===== src/rtl/wb_arb_pkg.sv =====
// wb_arb_pkg: shared widths, write-request type and rd one-hot helper for the writeback arbiter
package wb_arb_pkg;
  localparam int XLEN = 32;
  localparam int REG_ADDR_W = 5;
  localparam int NUM_REGS = 1 << REG_ADDR_W;
  typedef struct packed {
    logic [REG_ADDR_W-1:0] rd;
    logic [XLEN-1:0] data;
  } wb_req_t;
  function automatic logic [NUM_REGS-1:0] rdOneHot(input logic [REG_ADDR_W-1:0] rd);
    rdOneHot = '0;
    rdOneHot[rd] = 1'b1;
  endfunction
endpackage


===== src/rtl/wb_arb_fifo.sv =====
// wb_arb_fifo: DEPTH-entry aux result queue with per-entry valid and rd-match kill
// Ports: clk, reset (async, high); push/pushRd/pushData enqueue; pop dequeues head;
//        killEn/killRd invalidate queued entries with that rd; headRd/headData/headValid
//        describe the head; count is occupancy (killed entries still occupy a slot
//        until popped); pendMask is the OR of one-hot rd of valid entries.
module wb_arb_fifo
  import wb_arb_pkg::*;
#(
  parameter int DEPTH = 2
) (
  input  logic                           clk,
  input  logic                           reset,
  input  logic                           push,
  input  logic [REG_ADDR_W-1:0]          pushRd,
  input  logic [XLEN-1:0]                pushData,
  input  logic                           pop,
  input  logic                           killEn,
  input  logic [REG_ADDR_W-1:0]          killRd,
  output logic [REG_ADDR_W-1:0]          headRd,
  output logic [XLEN-1:0]                headData,
  output logic                           headValid,
  output logic [$clog2(DEPTH+1)-1:0]     count,
  output logic [NUM_REGS-1:0]            pendMask
);
  localparam int PW = $clog2(DEPTH);
  localparam int CW = $clog2(DEPTH + 1);
  wb_req_t mem [DEPTH];
  logic [DEPTH-1:0] valid;
  logic [PW-1:0] wrPtr, rdPtr;
  always_ff @(posedge clk)
    if (push) mem[wrPtr] <= '{rd: pushRd, data: pushData};
  // Kills apply first; pop then push override per slot (push slot is always free).
  always_ff @(posedge clk or posedge reset)
    if (reset) begin
      wrPtr <= '0;
      rdPtr <= '0;
      count <= '0;
      valid <= '0;
    end else begin
      for (int i = 0; i < DEPTH; i++)
        if (killEn && mem[i].rd == killRd) valid[i] <= 1'b0;
      if (pop) begin
        valid[rdPtr] <= 1'b0;
        rdPtr <= rdPtr + 1'b1;
      end
      if (push) begin
        valid[wrPtr] <= 1'b1;
        wrPtr <= wrPtr + 1'b1;
      end
      count <= count + CW'(push) - CW'(pop);
    end
  assign headRd = mem[rdPtr].rd;
  assign headData = mem[rdPtr].data;
  assign headValid = valid[rdPtr];
  always_comb begin
    pendMask = '0;
    for (int i = 0; i < DEPTH; i++)
      pendMask = pendMask | (valid[i] ? rdOneHot(mem[i].rd) : '0);
  end
endmodule


===== src/rtl/wb_arbiter.sv =====
// wb_arbiter: single regfile write-port arbiter between writeback pipe and aux (mul/div) results
// Ports: clk, reset (async, high); pipe_wen/pipe_rd/pipe_data writeback request;
//        aux_valid/aux_rd/aux_data/aux_ready aux handshake; rf_wen/rf_rd/rf_data registered
//        regfile write; pipe_stall holds writeback when the starve guard forces the queue;
//        pend_rd_mask flags rds with queued aux results.
// Build option: WB_ARBITER_STARVE_GUARD_EN enables the starvation counter and pipe_stall.
module wb_arbiter
  import wb_arb_pkg::*;
#(
  parameter int DEPTH = 2,
  parameter int STARVE_LIMIT = 4
) (
  input  logic        clk,
  input  logic        reset,
  input  logic        pipe_wen,
  input  logic [4:0]  pipe_rd,
  input  logic [31:0] pipe_data,
  input  logic        aux_valid,
  input  logic [4:0]  aux_rd,
  input  logic [31:0] aux_data,
  output logic        aux_ready,
  output logic        rf_wen,
  output logic [4:0]  rf_rd,
  output logic [31:0] rf_data,
  output logic        pipe_stall,
  output logic [31:0] pend_rd_mask
);
  localparam int CW = $clog2(DEPTH + 1);
  logic [CW-1:0] count;
  logic [REG_ADDR_W-1:0] headRd;
  logic [XLEN-1:0] headData;
  logic headValid, pipeHit, headAvail, forceHead, grantPipe, grantHead, headWrite, push;
  assign pipeHit = pipe_wen && pipe_rd != '0;
  assign headAvail = count != '0;
  assign grantPipe = pipeHit && !forceHead;
  assign grantHead = headAvail && (forceHead || !pipeHit);
  // A killed head is still popped on its grant, just without a write.
  assign headWrite = grantHead && headValid;
  assign aux_ready = !reset && count < CW'(DEPTH);
  // An aux result landing on the same edge as a younger pipe write to its rd is stale.
  assign push = aux_valid && aux_ready && aux_rd != '0 && !(grantPipe && pipe_rd == aux_rd);
  assign pipe_stall = forceHead;
  wb_arb_fifo #(.DEPTH(DEPTH)) fifo (
    .clk(clk),
    .reset(reset),
    .push(push),
    .pushRd(aux_rd),
    .pushData(aux_data),
    .pop(grantHead),
    .killEn(grantPipe),
    .killRd(pipe_rd),
    .headRd(headRd),
    .headData(headData),
    .headValid(headValid),
    .count(count),
    .pendMask(pend_rd_mask)
  );
`ifdef WB_ARBITER_STARVE_GUARD_EN
  localparam int SW = $clog2(STARVE_LIMIT + 1);
  logic [SW-1:0] starveCnt;
  always_ff @(posedge clk or posedge reset)
    if (reset) starveCnt <= '0;
    else if (grantHead || !headAvail) starveCnt <= '0;
    else if (grantPipe) starveCnt <= starveCnt + 1'b1;
  assign forceHead = headAvail && starveCnt == SW'(STARVE_LIMIT);
`else
  assign forceHead = 1'b0;
`endif
  always_ff @(posedge clk or posedge reset)
    if (reset) begin
      rf_wen <= 1'b0;
      rf_rd <= '0;
      rf_data <= '0;
    end else begin
      rf_wen <= grantPipe || headWrite;
      if (grantPipe) begin
        rf_rd <= pipe_rd;
        rf_data <= pipe_data;
      end else if (headWrite) begin
        rf_rd <= headRd;
        rf_data <= headData;
      end
    end
endmodule


===== config.mk =====
export PLATFORM = sky130hd
export DESIGN_NAME = wb_arbiter
export DESIGN_NICKNAME = d
export VERILOG_FILES = /design/src/rtl/wb_arb_pkg.sv /design/src/rtl/wb_arb_fifo.sv /design/src/rtl/wb_arbiter.sv
export SDC_FILE = /design/constraint.sdc
export NUM_CORES = 1
export LEC_CHECK = 0
export ABC_CLOCK_PERIOD_IN_PS = 3970
export CAP_MARGIN = 20
export CORE_MARGIN = 5
export CORE_UTILIZATION = 35
export DETAILED_ROUTE_END_ITERATION = 10
export DONT_BUFFER_PORTS = 1
export GPL_TIMING_DRIVEN = 0
export PLACE_DENSITY = 0.56
export SYNTH_ARGS = -nofsm -noshare
export SYNTH_HDL_FRONTEND = slang
export SYNTH_SLANG_ARGS = --single-unit

===== constraint.sdc =====
create_clock -name clk -period 3.97 [get_ports clk]
set_input_delay 0.794 -clock clk [delete_from_list [all_inputs] [get_ports clk]]
set_output_delay 0.794 -clock clk [all_outputs]
set_load 0.02 [all_outputs]

==> results of run 1 <==
-- layout make-up --
type,count,area (um^2)
Buffer,36,153
Fill cell,1436,8790
Clock buffer,22,494
Tap cell,188,235
Sequential cell,118,3320
Clock inverter,10,143
Timing Repair Buffer,3,67.6
Multi-Input combinational cell,292,1810
Inverter,4,15.0
-- cell usage after synthesis, drive strengths merged (2+ instances only) --
| cell | n |
|---|---|
| a21oi | 39 |
| and2 | 2 |
| buf | 10 |
| clkbuf | 26 |
| dfrtp | 44 |
| edfxtp | 74 |
| ha | 2 |
| inv | 4 |
| mux2i | 36 |
| nand2 | 40 |
| nand3 | 6 |
| nand3b | 12 |
| nor2 | 6 |
| nor3 | 38 |
| o21ai | 40 |
| o22ai | 32 |
| or3 | 3 |
| or3b | 6 |
| or4 | 2 |
| xnor2 | 7 |
| xor2 | 11 |
-- flip-flops by register name, indices dropped and copies added (netlist names) --
name,cells
fifo.count,2
fifo.wrPtr,1
fifo.rdPtr,1
rf_data,32
rf_wen,1
rf_rd,5
fifo.valid,2
fifo.mem,74
-- how the worst min path moves through the flow --
stage	start	endpoint	cells after the start
4_1_cts	reset	rf_rd[2]	1
5_1_grt	reset	rf_data[1]	1
3_5_place_dp	fifo.wrPtr	fifo.valid[1]	1
6_report	reset	rf_rd[2]	1
2_1_floorplan	fifo.wrPtr	fifo.valid[1]	1
3_3_place_gp	fifo.wrPtr	fifo.valid[1]	1
-- routing by layer --
metal / share of wire (%) / up-vias / GRT usage [%]
li1: - / 1716 / -
met1: 40 / 1744 / 18.8
met2: 46 / 162 / 25.5
met3: 12 / 21 / 9.16
met4: 1.5 / 0 / 5.72
met5: 0 / - / 0
-- cells by family after synthesis --
kind of cell	synth area share, %
AOI/OAI and AO/OA	12.3
xor gates and xnor gates	2.98
adders and majority gates	0.472
buffers and inverters	3.16
DFF	62.7
muxes	6.80
other	0.0708
and+or+nand+nor	11.5
-- stage by stage --
stage,cells,setup TNS (ps)
2_1_floorplan,450,0
3_3_place_gp,638,-5460
3_5_place_dp,641,0
4_1_cts,673,0
5_1_grt,673,0
6_report,673,0
-- placed cells by master (no fill, tap or decap), types with 12 or more instances in the layout --
master	n
nand3b_1	12
edfxtp_1	74
mux2i_1	36
dfrtp_1	44
clkbuf_1	26
nor3_1	38
nand2_1	40
o21ai_0	39
clkbuf_16	17
o22ai_1	32
a21oi_1	39
-- power breakdown --
part	internal [uW]	switching, uW
Clock	1070	547
Combinational	422	750
Sequential	1550	293
Total	3040	1590
-- critical path, cell delays in order (launching register included) --
cell	delay, ps
dfrtp_1	320
clkbuf_1	280
or3b_2	470
clkbuf_1	220
o22ai_1	480
==> impl_metrics.yaml, run 1 <==
drt:
  drtPass1Iterations: 4
  viasPerCell: 5.41
  wl_per_cell_um: 20.7
  routed_wl_um: 13900
  num_vias: 3643
  drc: 0
  drt_iter0_drc: 197
  final_antenna_net_count: 0
finish:
  n_antenna_cell: 0
  drive_above_1_share_pct: 11.1
  final_util_pct: 41.5
  nets: 552
  final_area_um2: 6240
  area_growth_pct: 17.8
sta:
  hold_viol_final: 0
  period_share_pct: 75.2
  setup_viol: 0
  whs_ps: 184
  setup_ws_ps: 985
  fmax_mhz: 335
  worst-slew-pin-transition_ps: 1030
  maxSlewViolCount: 0
  max-slew-margin-rel_pct: 29.5
  period_minus_slack_ps: 2980
  clock_skew_ps: 11.6
  rsz0062_at_grt: "false"
clock_tree:
  cts_post_setup_buffers_inserted: 0
  post_cts_resized: 0
  cts_buffers: 17
  clk_latency_ps: 420
  cts_hold_buffers: 0
  cts.sinks: 118
  path_clk_slew_ps: 60
  clock_path_buffers: 2
  cts_tree: "built"
  cts-root-buf: "clkbuf_16"
  htreeDepth: 4
yosys:
  post-synth-top-area-cell: "edfxtp_1"
  mappedNetlistArea_um2: 5300
  synth_edf_count: 74
  syn_area_per_cell_um2: 11.8
  synth.net_count: 530
  synth_seq_cells: 118
  ys_types: 34
  synth_area_leaders: "edfxtp_1 42%, dfrtp_1 21%, mux2i_1 6.8%, o22ai_1 3.8%, a21oi_1 3.7%"
  ys.flop_type: "edfxtp_1"
  synth-async-reset-ratio_pct: 37.3
  syn_inst: 450
  yosys_warnings: 0
  yosysSeqAreaShare_pct: 62.7
  synth_top_area_share_pct: 41.9
worst_setup_path:
  crit_path_start_kind: "flop"
  arrival_ps: 2190
  rr_startpoint: "fifo.count[1]"
  crit_end: "pend_rd_mask[16]"
  reg2reg_slack_ps: 1400
  path_class: "flop to primary output"
  cp.required_ps: 3180
  startpoint: "fifo.valid[1]"
  cp-end-kind: "primary output"
  critPathMaxFanout: 8
  r2r_cells: 9
  worstReg2RegEnd: "fifo.count[1]"
run_status:
  status: "finished, final reports clean"
power:
  powerDensity_nw_per_um2: 742
  finalPower_uw: 4630
  p_leak_uw: 0.00222
  ir_drop_mv: 0.349
placement:
  place_ws_ps: 720
  port_buffers: 0
  place_hpwl_um: 10000
  gp_congestion: 0.803
  postPlaceCellArea_um2: 5600
global_routing:
  grt-ovfl-total: 0
  grt_max_degree: 36
  grt_first_pass_wirelength_um: 22000
  antenna_found_initial: 0
  track_usage_pct: 16.3
  grt_pass1_vias: 3912
floorplan:
  die_h_um: 133
  die_area_um2: 17700
  rows: 45
  io_pins: 150
  core_area_um2: 15000
  start_util_pct: 35.2
  die_w_um: 133
flow_run:
  max_cap_viol_count: 0
min_path:
  hold_class: "input port to async pin"
Note: power is estimated with default switching activity, not from simulation.
==> inputs of run 2 (changes only) <==
--- a/config.mk
+++ b/config.mk
@@ -5,14 +5,14 @@
 export SDC_FILE = /design/constraint.sdc
 export NUM_CORES = 1
 export LEC_CHECK = 0
-export ABC_CLOCK_PERIOD_IN_PS = 3970
+export ABC_CLOCK_PERIOD_IN_PS = 2400
 export CAP_MARGIN = 20
 export CORE_MARGIN = 5
 export CORE_UTILIZATION = 35
 export DETAILED_ROUTE_END_ITERATION = 10
 export DONT_BUFFER_PORTS = 1
 export GPL_TIMING_DRIVEN = 0
-export PLACE_DENSITY = 0.56
+export PLACE_DENSITY = 0.58
 export SYNTH_ARGS = -nofsm -noshare
 export SYNTH_HDL_FRONTEND = slang
 export SYNTH_SLANG_ARGS = --single-unit
==> constraint.sdc (replaced) <==
create_clock -name clk -period 2.4 [get_ports clk]
set_input_delay 0.48 -clock clk [delete_from_list [all_inputs] [get_ports clk]]
set_output_delay 0.48 -clock clk [all_outputs]
set_load 0.02 [all_outputs]
==> run 2 against run 1 <==
Effect of this change: clock-buffer cell count is 3 lower; register-to-register slack lost 1200 ps; setup slack worse by 920 ps; final area grew 4.4%; sequential cell count is the same; critical path type unchanged; combinational power rose by 73%; global-route usage is 0.50 points higher; non-clock buffer count did not move; routed wire length rose by 6.2%.
==> impl_metrics.yaml, run 2 (synthesis results as in run 1) <==
finish:
  drive_above_1_share_pct: 21.4
  mostFrequentLayoutCells: "74 x edfxtp_1, 44 x dfrtp_1, 40 x nand2_1"
  nets: 554
  final_area_um2: 6520
  top_regs: "fifo.mem: 74 flops, rf_data: 32 flops, rf_rd: 5 flops"
  final_util_pct: 43.3
  largest_register_ffs: 74
  n_antenna_cell: 0
  area_growth_pct: 23.0
  fin_cells: 675
  final_common_cell: "edfxtp_1"
  regMostFlops: "fifo.mem"
sta:
  clock_skew_ps: 5.71
  setup_viol: 0
  period_share_pct: 97.3
  hold_viol_final: 0
  worst-slew-pin-transition_ps: 801
  period_minus_slack_ps: 2330
  whs_ps: 162
  max-slew-margin-rel_pct: 46.6
  fmax_mhz: 428
  setup_ws_ps: 65.5
  rsz0062_at_grt: "true"
  maxSlewViolCount: 0
clock_tree:
  path_clk_slew_ps: 60
  clock_path_buffers: 2
  clk_latency_ps: 410
  cts.sinks: 118
  cts_tree: "built"
  htreeDepth: 4
  cts-root-buf: "clkbuf_16"
  cts_buffers: 17
worst_setup_path:
  cp.required_ps: 1920
  path_class: "flop to primary output"
  cp-end-kind: "primary output"
  rr_startpoint: "fifo.count[1]"
  critPathMaxFanout: 10
  crit_path_start_kind: "flop"
  startpoint: "fifo.mem[1][34]"
  arrival_ps: 1850
floorplan:
  core_area_um2: 15000
  rows: 45
  start_util_pct: 35.2
  die_h_um: 133
  io_pins: 150
  die_area_um2: 17700
  die_w_um: 133
drt:
  viasPerCell: 5.48
  routed_wl_um: 14800
  wl_per_cell_um: 21.9
  final_antenna_net_count: 0
  drc: 0
  drtPass1Iterations: 4
  drt_iter0_drc: 155
  num_vias: 3696
global_routing:
  grt_first_pass_wirelength_um: 22800
  grt_pass1_vias: 4070
  track_usage_pct: 16.8
  grt-ovfl-total: 0
  grt_max_degree: 36
  antenna_found_initial: 0
min_path:
  worstHoldStart: "aux_data[24]"
  hold_class: "input port to flop"
placement:
  port_buffers: 0
  postPlaceCellArea_um2: 5560
  gp_congestion: 0.808
  dpl.cell_count: 639
  place_hpwl_um: 9920
  place_ws_ps: -668
flow_run:
  max_cap_viol_count: 0
power:
  ir_drop_mv: 0.553
  cellInternalPower_uw: 4870
  power_switching_share_pct: 36.1
  switchingPower_uw: 2750
  clkPwrFrac_pct: 32.8
  powerDensity_nw_per_um2: 1170
  comb_power_share_pct: 26.5
  p_leak_uw: 0.00225
  seqPwrFrac_pct: 40.8
run_status:
  status: "finished, final reports clean"
-- run 2: timing repair --
item / 4_1_cts / 5_1_grt
gates cloned: 2 / 0
endpoints found under the hold margin: 9 / 0
gates resized for setup: 33 / 29
setup buffers: 0 / 10
pin swaps: 8 / 5
hold buffers: 1 / 0
endpoints found under the setup margin: 113 / 34
-- run 2: worst max-delay path, cell delays in order (launching register included) --
cell      delay [ps]
edfxtp_1         550
or3_1            560
o22ai_2          330
-- run 2: metrics by stage --
stage	power [uW]	TNS, ps
finish	7620	0
floorplan	4460	-8950
detailed placement	5040	-51350
CTS	7630	-307
global route	8060	-140
global placement	4970	-47980
-- run 2: power by group through the flow --
stage | sequential (uW) | clock, uW | combinational [uW]
6_report | 3110 | 2500 | 2020
5_1_grt | 3150 | 2650 | 2260
4_1_cts | 3070 | 2530 | 2020
3_5_place_dp | 3090 | 0 | 1940
3_3_place_gp | 3070 | 0 | 1900
2_1_floorplan | 3000 | 0 | 1460
-- run 2: cell type report --
type	instances	area [um^2]
well taps	188	235
flip-flops and latches	118	3320
clock buffers	19	443
clock inverters	13	148
plain buffers	27	129
multi-input cells	294	2120
repair buffers	12	105
inverters	4	15.0
fillers	1413	8520
-- run 2: worst paths after layout --
check | endpoint | slack, ps | cells after the start
setup / recovery | pend_rd_mask[3] | 70 | 2
hold / removal | fifo.mem[0][24] | 160 | 0
setup reg to reg | fifo.count[1] | 190 | 9
hold reg to reg | fifo.count[0] | 560 | 1
max in group asynchronous | rf_data[30] | 1430 | 3
min in group asynchronous | rf_rd[0] | 500 | 2
-- run 2: layer usage --
metal | track usage, % | wire length, um
met1 | 19.8 | 6140
met2 | 26.7 | 6980
met3 | 8.94 | 1540
met4 | 4.56 | 129
met5 | 0 | 0
==> inputs of run 3 (changes only) <==
--- a/config.mk
+++ b/config.mk
@@ -13,6 +13,7 @@
 export DONT_BUFFER_PORTS = 1
 export GPL_TIMING_DRIVEN = 0
 export PLACE_DENSITY = 0.58
+export REMOVE_ABC_BUFFERS = 1
 export SYNTH_ARGS = -nofsm -noshare
 export SYNTH_HDL_FRONTEND = slang
 export SYNTH_SLANG_ARGS = --single-unit
==> run 3 against run 2 <==
Effect of this change: die area is the same; largest cell class unchanged; worst hold slack lost 2.8 ps; register-to-register slack lost 110 ps; critical path type unchanged.
==> impl_metrics.yaml, run 3 (synthesis results as in run 1) <==
worst_setup_path:
  path_class: "flop to primary output"
  crit_path_start_kind: "flop"
  critPathMaxFanout: 10
  worst-path-buf-inv: 0
  cp-end-kind: "primary output"
  max_stage_delay_ps: 540
  crit_slowest_cell: "edfxtp_1"
  cp.depth: 2
  path_cells: "or3_1 > o22ai_1"
  arrival_ps: 1900
  cp.required_ps: 1920
  r2r_cells: 4
  cp_top_family: "flip-flops"
drt:
  routed_wl_um: 13500
  wl_per_cell_um: 21.0
  num_vias: 3540
  drt_iter0_drc: 182
  final_antenna_net_count: 0
  drtPass1Iterations: 6
  viasPerCell: 5.51
  drc: 0
floorplan:
  die_w_um: 133
  die_area_um2: 17700
  rows: 45
  core_area_um2: 15000
  io_pins: 150
  die_h_um: 133
  start_util_pct: 35.2
clock_tree:
  cts.sinks: 118
  clock_path_buffers: 2
  htreeDepth: 4
  cts_tree: "built"
  path_clk_slew_ps: 60
  cts-root-buf: "clkbuf_16"
  cts_buffers: 17
  clk_latency_ps: 410
power:
  seqPwrFrac_pct: 42.4
  clkPwrFrac_pct: 32.7
  p_leak_uw: 0.00218
  switchingPower_uw: 2790
  comb_power_share_pct: 25.0
  cellInternalPower_uw: 4790
  powerDensity_nw_per_um2: 1210
  power_switching_share_pct: 36.8
  ir_drop_mv: 0.573
  finalPower_uw: 7580
sta:
  maxSlewViolCount: 0
  hold_viol_final: 0
  setup_viol: 0
  period_share_pct: 99.2
  rsz0062_at_grt: "true"
  worst-slew-pin-transition_ps: 611
  setup-tns-final_ps: 0
  whs_ps: 159
  fmax_mhz: 420
  period_minus_slack_ps: 2380
  max-slew-margin-rel_pct: 58.4
  clock_skew_ps: 7.85
finish:
  largest_register_ffs: 74
  final_common_cell: "edfxtp_1"
  final_util_pct: 41.8
  area_growth_pct: 18.7
  n_antenna_cell: 0
  mostFrequentLayoutCells: "74 x edfxtp_1, 41 x dfrtp_1, 40 x nand2_1"
  regMostFlops: "fifo.mem"
  top_regs: "fifo.mem: 74 flops, rf_data: 32 flops, rf_rd: 5 flops"
  nets: 522
  drive_above_1_share_pct: 16.3
min_path:
  hold_class: "input port to flop"
  min_path_cells: 0
global_routing:
  grt_max_degree: 47
  antenna_found_initial: 0
  grt_pass1_vias: 3658
  grt-ovfl-total: 0
  track_usage_pct: 15.1
  grt_first_pass_wirelength_um: 20600
placement:
  place_hpwl_um: 8950
  gp_congestion: 0.821
  port_buffers: 0
flow_run:
  max_cap_viol_count: 0
run_status:
  status: "finished, final reports clean"
[run 3: changes by cell type in the layout (fill, tap and decap cells not counted), moves of 3 or more]
cell      delta
buf_12       +5
buf_2        -4
buf_4       -14
clkbuf_1    -14
clkbuf_2     -3
dfrtp_1      -3
inv_6        +4
o22ai_1     +16
o22ai_2      -9
o22ai_4      -7
[run 3: worst paths after layout]
check,slack [ps],to,from
min reg2reg,520,fifo.valid[1],fifo.wrPtr
min,160,fifo.mem[0][27],aux_data[27]
min in group asynchronous,480,rf_rd[1],reset
max in group asynchronous,1410,fifo.rdPtr,reset
max,20,pend_rd_mask[2],fifo.mem[1][36]
max reg2reg,80,rf_data[13],fifo.rdPtr
[run 3: cell type report]
| cell class | count | area [um^2] |
|---|---|---|
| clock inverter | 15 | 163 |
| timing repair buffer | 8 | 158 |
| clock buffer | 17 | 425 |
| inverter | 4 | 15.0 |
| sequential | 118 | 3330 |
| multi-input combinational | 293 | 1960 |
| tap | 188 | 235 |
| fill | 1383 | 8740 |
[run 3: routing by layer]
layer | track usage (%) | share of wire (%)
met1 | 16.9 | 40
met2 | 23.6 | 46
met3 | 8.97 | 12
met4 | 6.00 | 1.8
met5 | 0 | 0
[run 3: repair_timing]
item | CTS | global route
setup endpoints to repair | 100 | 21
hold buffers | 1 | 0
gates cloned | 0 | 1
setup buffers | 0 | 0
gates resized for setup | 11 | 16
hold endpoints to repair | 10 | 0
pin swaps | 0 | 1
[run 3: per-stage QoR]
stage / setup WS, ps / instance area [um^2] / std cells
3_3_place_gp: -4000 / 5380 / 602
3_5_place_dp: -505 / 5550 / 609
6_report: 18.3 / 6290 / 643
5_1_grt: -54.0 / 6290 / 643
4_1_cts: -106 / 6200 / 642
2_1_floorplan: -1550 / 5140 / 414
[run 3: power groups by stage]
| stage | clock network [uW] | logic (uW) | registers, uW |
|---|---|---|---|
| final | 2480 | 1890 | 3210 |
| after global routing | 2650 | 2100 | 3260 |
| after CTS | 2540 | 1860 | 3210 |
| after detailed placement | 0 | 1830 | 3250 |
| after global placement | 0 | 1460 | 3250 |
| after floorplan | 0 | 1210 | 3160 |
